$ cat config.mk
export PLATFORM = sky130hd
export DESIGN_NAME = activation_unit
export DESIGN_NICKNAME = d
export VERILOG_FILES = /design/src/rtl/activation_unit.sv
export SDC_FILE = /design/constraint.sdc
export NUM_CORES = 2
export LEC_CHECK = 0
export ABC_AREA = 1
export BUFFER_PORTS_ARGS = -buffer_cell sky130_fd_sc_hd__buf_2
export CORE_ASPECT_RATIO = 0.9
export CORE_MARGIN = 2
export CORE_UTILIZATION = 30
export DETAILED_ROUTE_END_ITERATION = 8
export SYNTH_ARGS = -nofsm -noshare
export SYNTH_HDL_FRONTEND = slang
export SYNTH_SLANG_ARGS = --single-unit
$ cat constraint.sdc
create_clock -name clk -period 8.54 [get_ports clk]
set_input_delay 0.854 -clock clk [delete_from_list [all_inputs] [get_ports clk]]
set_output_delay 0.854 -clock clk [all_outputs]
set_load 0.02 [all_outputs]
$ cat src/rtl/activation_unit.sv
// Two-stage multi-lane activation (ReLU / leaky ReLU / leaky derivative / passthrough)
// with valid/ready backpressure. Define ACTIVATION_UNIT_SAT_EN to saturate leaky products instead of wrapping.
module activation_unit #(
    parameter int LANES  = 4,
    parameter int DATA_W = 16,
    parameter int FRAC_W = 8
) (
    input  logic                      clk,
    input  logic                      rst,
    input  logic                      in_valid,
    output logic                      in_ready,
    input  logic [LANES*DATA_W-1:0]   in_data,
    input  logic [LANES-1:0]          in_lane_en,
    input  logic [1:0]                in_mode,
    input  logic [DATA_W-1:0]         leak_factor,
    output logic                      out_valid,
    input  logic                      out_ready,
    output logic [LANES*DATA_W-1:0]   out_data
);

    localparam int PROD_W = 2 * DATA_W;
    localparam logic [DATA_W-1:0] ONE_C  = {{(DATA_W-1){1'b0}}, 1'b1} << FRAC_W;
    localparam logic [DATA_W-1:0] ZERO_C = {DATA_W{1'b0}};
`ifdef ACTIVATION_UNIT_SAT_EN
    localparam logic [DATA_W-1:0] MAX_C = {1'b0, {(DATA_W-1){1'b1}}};
    localparam logic [DATA_W-1:0] MIN_C = {1'b1, {(DATA_W-1){1'b0}}};
    localparam logic signed [PROD_W-1:0] MAX_EXT_C = {{(DATA_W+1){1'b0}}, {(DATA_W-1){1'b1}}};
    localparam logic signed [PROD_W-1:0] MIN_EXT_C = {{(DATA_W+1){1'b1}}, {(DATA_W-1){1'b0}}};
`endif

    logic                           adv_s;
    logic                           s1_valid_r;
    logic [LANES-1:0][DATA_W-1:0]   s1_data_r;
    logic [LANES-1:0][PROD_W-1:0]   s1_prod_r;
    logic [LANES-1:0]               s1_en_r;
    logic [1:0]                     s1_mode_r;
    logic [DATA_W-1:0]              s1_leak_r;
    logic [LANES*DATA_W-1:0]        res_s;

    function automatic logic signed [PROD_W-1:0] sext(input logic [DATA_W-1:0] v);
        return $signed({{DATA_W{v[DATA_W-1]}}, v});
    endfunction

    // Shift the Q-format product back to the lane format, then narrow to DATA_W.
    function automatic logic [DATA_W-1:0] narrow(input logic [PROD_W-1:0] prod);
        logic signed [PROD_W-1:0] sh;
        sh = $signed(prod) >>> FRAC_W;
`ifdef ACTIVATION_UNIT_SAT_EN
        if (sh > MAX_EXT_C) begin
            return MAX_C;
        end else if (sh < MIN_EXT_C) begin
            return MIN_C;
        end else begin
            return DATA_W'(sh);
        end
`else
        return DATA_W'(sh);
`endif
    endfunction

    function automatic logic [DATA_W-1:0] lane_act(
        input logic [DATA_W-1:0] x,
        input logic [PROD_W-1:0] prod,
        input logic [DATA_W-1:0] leak,
        input logic [1:0]        mode,
        input logic              en
    );
        logic pos;
        logic [DATA_W-1:0] r;
        pos = $signed(x) > $signed(ZERO_C);
        if (!en) begin
            r = ZERO_C;
        end else begin
            case (mode)
                2'd0:    r = pos ? x : ZERO_C;
                2'd1:    r = pos ? x : narrow(prod);
                2'd2:    r = pos ? ONE_C : leak;
                default: r = x;
            endcase
        end
        return r;
    endfunction

    assign adv_s    = !out_valid || out_ready;
    // Reset forces ready high so the upstream never sees a stalled handshake while both are in reset.
    assign in_ready = rst || adv_s;

    // Stage 1: capture the beat and its per-beat controls, form full-width products.
    always_ff @(posedge clk) begin
        if (rst) begin
            s1_valid_r <= 1'b0;
            s1_data_r  <= '0;
            s1_prod_r  <= '0;
            s1_en_r    <= '0;
            s1_mode_r  <= 2'd0;
            s1_leak_r  <= '0;
        end else if (adv_s) begin
            s1_valid_r <= in_valid;
            s1_en_r    <= in_lane_en;
            s1_mode_r  <= in_mode;
            s1_leak_r  <= leak_factor;
            for (int i = 0; i < LANES; i++) begin
                s1_data_r[i] <= in_data[i*DATA_W +: DATA_W];
                s1_prod_r[i] <= sext(in_data[i*DATA_W +: DATA_W]) * sext(leak_factor);
            end
        end
    end

    // Stage 2 result selection per lane.
    always_comb begin
        res_s = '0;
        for (int i = 0; i < LANES; i++) begin
            res_s[i*DATA_W +: DATA_W] = lane_act(s1_data_r[i], s1_prod_r[i], s1_leak_r,
                                                 s1_mode_r, s1_en_r[i]);
        end
    end

    // Stage 2 output register; a bubble clears the data word.
    always_ff @(posedge clk) begin
        if (rst) begin
            out_valid <= 1'b0;
            out_data  <= '0;
        end else if (adv_s) begin
            out_valid <= s1_valid_r;
            out_data  <= s1_valid_r ? res_s : '0;
        end
    end

endmodule
==> impl_metrics.env <==
export IMPL_status="complete, no violations"
export IMPL_synthFlopType="dfxtp_1"
export IMPL_grt_overflow_total=0
export IMPL_synthArstFlopShare=0
export IMPL_fin_tns_setup_ns=0
export IMPL_post_cts_buffers=0
export IMPL_setup_viol=0
export IMPL_critical_path_class="primary input to register"
export IMPL_cts_resized=0
export IMPL_cts_sinks=216
export IMPL_clk_insertion_delay_late_ns=0.56
export IMPL_die_area_sq_mm=0.140
export IMPL_cp_required_ns=8.98
export IMPL_ioPinCount=156
export IMPL_synth_fp_nets=6755
export IMPL_grt_max_degree=93
export IMPL_avgSynthCellArea_sq_um=7.26
export IMPL_fin_crit_sh=0.776
export IMPL_setup_slack_ns=1.92
export IMPL_rsz0062_at_grt="false"
export IMPL_grt_antenna_before_repair=15
export IMPL_critPathMaxFanout=18
export IMPL_cts_tree="yes"
export IMPL_fin_nets=6724
export IMPL_crit_path_end_kind="register"
export IMPL_grt_usage=0.196
export IMPL_worstPathArrival_ns=7.07
export IMPL_grt_pass1_vias=36600
export IMPL_hold_depth=2
export IMPL_synthCells=5641
export IMPL_die_x_um=394
export IMPL_htreeDepth=1
export IMPL_cts_made_buffers=25
export IMPL_drt_iter0_markers=2807
export IMPL_r2r_cells=6
export IMPL_synth_top_cell_area_share=0.363
export IMPL_wl_per_cell_um=18.1
export IMPL_port_buffers=155
export IMPL_via_per_inst=4.73
export IMPL_synth_seq_cells=216
export IMPL_rows=128
export IMPL_core_sq_mm=0.135
export IMPL_syn_to_final_growth_pct=8.54
export IMPL_yosysTopAreaCell="fa_1"
export IMPL_fin_cells=7452
export IMPL_post_dp_hpwl_mm=105
export IMPL_maxSlewHeadroom=0.150
export IMPL_drtPass1Iterations=6
export IMPL_cts_clk_slew_worst_paths_ns=0.06
export IMPL_skew_ns=0.0102
export IMPL_gp_congestion=0.934
export IMPL_seq_area_frac_synth=0.106
export IMPL_placed_cells=7403
export IMPL_critPathLaunchType="primary input"
export IMPL_finalCriticalPeriod_ns=6.62
export IMPL_dpl_worst_slack_ns=1.33
export IMPL_vias=35200
export IMPL_ant_nets=0
export IMPL_drv_slew=0
export IMPL_holdCritPathClass="register to register"
export IMPL_tightestPinTransition_ns=1.27
export IMPL_hold_violations=0
export IMPL_cts_buffer_depth=3
export IMPL_synth_area_leaders="fa_1, inv_1, nand2_1"
export IMPL_start_util=0.302
export IMPL_maxCapViolCount=0
export IMPL_layout_drive_gt1_share=0.0517
export IMPL_hold_buffers=0
export IMPL_synthDistinctLibCells=43
export IMPL_max_freq_ghz=0.151
export IMPL_grt_pass1_wl_mm=214
export IMPL_cts_root_buf="clkbuf_16"
export IMPL_synth_edf_count=0
export IMPL_synth_area_sq_mm=0.0410
export IMPL_routed_wl_mm=135
export IMPL_post_route_drc_count=0
export IMPL_die_y_um=355
export IMPL_ys_warn_count=0
-- final timing paths --
path	start	endpoint	slack [ns]
worst max register to register	s1_mode_r[1]	out_data[50]	5.52
worst min-delay path	out_data[24]	out_data[24]	0.45
worst min register to register	out_data[24]	out_data[24]	0.45
worst max-delay path	leak_factor[1]	s1_prod_r[117]	1.92
-- per-layer routing --
layer  vias up  GRT usage  part of all wire  wire, um
met1     17500      0.276              0.45     60000
met5         -          0                 0         0
met2      1286      0.313              0.44     59700
met3       190     0.0346             0.090     12100
li1      16300          -                 -         -
met4         0     0.0403             0.022      2990
-- logic make-up (layout without fill, tap and decap cells) --
kind of cell,count (synthesis),after routing,synth area share
AOI/OAI and AO/OA,460,460,0.0654
xor gates and xnor gates,43,43,0.00919
buffers and inverters,1894,1880,0.175
and+or+nand+nor,2004,2004,0.196
other,0,5,0
DFF,216,216,0.106
adders and majority gates,1024,1024,0.449
-- metrics by stage --
step                      instance area [sq um]   util  hold WS, ns
after floorplan                           41000      -        0.426
after global placement                    43500  0.321        0.438
after detailed placement                  43500  0.321        0.437
after CTS                                 44500  0.328        0.453
after global routing                      44500  0.328        0.473
final                                     44500  0.328        0.448
-- cell usage after synthesis (9+ instances only) --
| library cell | count |
|---|---|
| a21oi_1 | 133 |
| a31oi_1 | 26 |
| xor2_1 | 26 |
| o21bai_1 | 9 |
| buf_1 | 41 |
| nor4_1 | 16 |
| o22ai_1 | 20 |
| nand2_1 | 1550 |
| ha_1 | 280 |
| o21ai_0 | 168 |
| a21o_1 | 22 |
| inv_1 | 1616 |
| buf_2 | 28 |
| nand3b_1 | 17 |
| nand3_1 | 190 |
| dfxtp_1 | 216 |
| nor2_1 | 159 |
| nand4_1 | 33 |
| xnor2_1 | 17 |
| nor3_1 | 23 |
| fa_1 | 744 |
| clkbuf_1 | 192 |
| o211ai_1 | 45 |
| a22o_1 | 16 |
-- registers in the layout (all words and copies together), names as in the netlist --
register    cells
s1_en_r         4
s1_data_r      64
out_data       64
out_valid       1
s1_leak_r      16
s1_valid_r      1
s1_prod_r      64
s1_mode_r       2
-- worst max-delay path: stages --
cell      delay [ns]
buf_2           0.61
buf_4           0.35
nand2_1         0.13
fa_1            0.75
inv_1           0.10
fa_1            0.46
fa_1            0.50
fa_1            0.50
fa_1            0.50
inv_1           0.05
fa_1            0.47
inv_1           0.04
ha_1            0.35
nand2_1         0.13
nor4_1          0.53
nand4_1         0.24
nand4_1         0.15
nand3_1         0.11
o211ai_1        0.13
inv_1           0.07
-- cell type report --
cell class                      count  area [sq um]
Timing Repair Buffer              215          1330
Clock buffer                       34           729
Antenna cell                        5          12.5
Fill cell                       14700         91000
Multi-Input combinational cell   3531         29500
Tap cell                         1820          2280
Sequential cell                   216          4320
Clock inverter                     10           200
Inverter                         1621          6080
-- cells in the final DEF (no fill, tap or decap), drive strengths merged, types with 4 or more instances in the layout --
cell type  synthesis  routed
ha               280     280
a21o              22      22
nor4              16      16
o22ai             20      20
clkbuf           200      34
nand3b            17      17
nand3            191     191
a31oi             26      26
bufinv             0       5
diode              0       5
nor3              24      24
fa               744     744
buf               73     215
nand4             33      33
o21ai            176     176
o21bai            12      12
or2                4       4
xnor2             17      17
a21oi            133     133
nand2           1555    1555
dfxtp            216     216
inv             1621    1623
nor2             162     162
a22o              16      16
o211ai            45      45
xor2              26      26
Power is left out: the tool's default activity adds up to more than one toggle a clock period on the data nets, which glitch-free logic cannot reach.
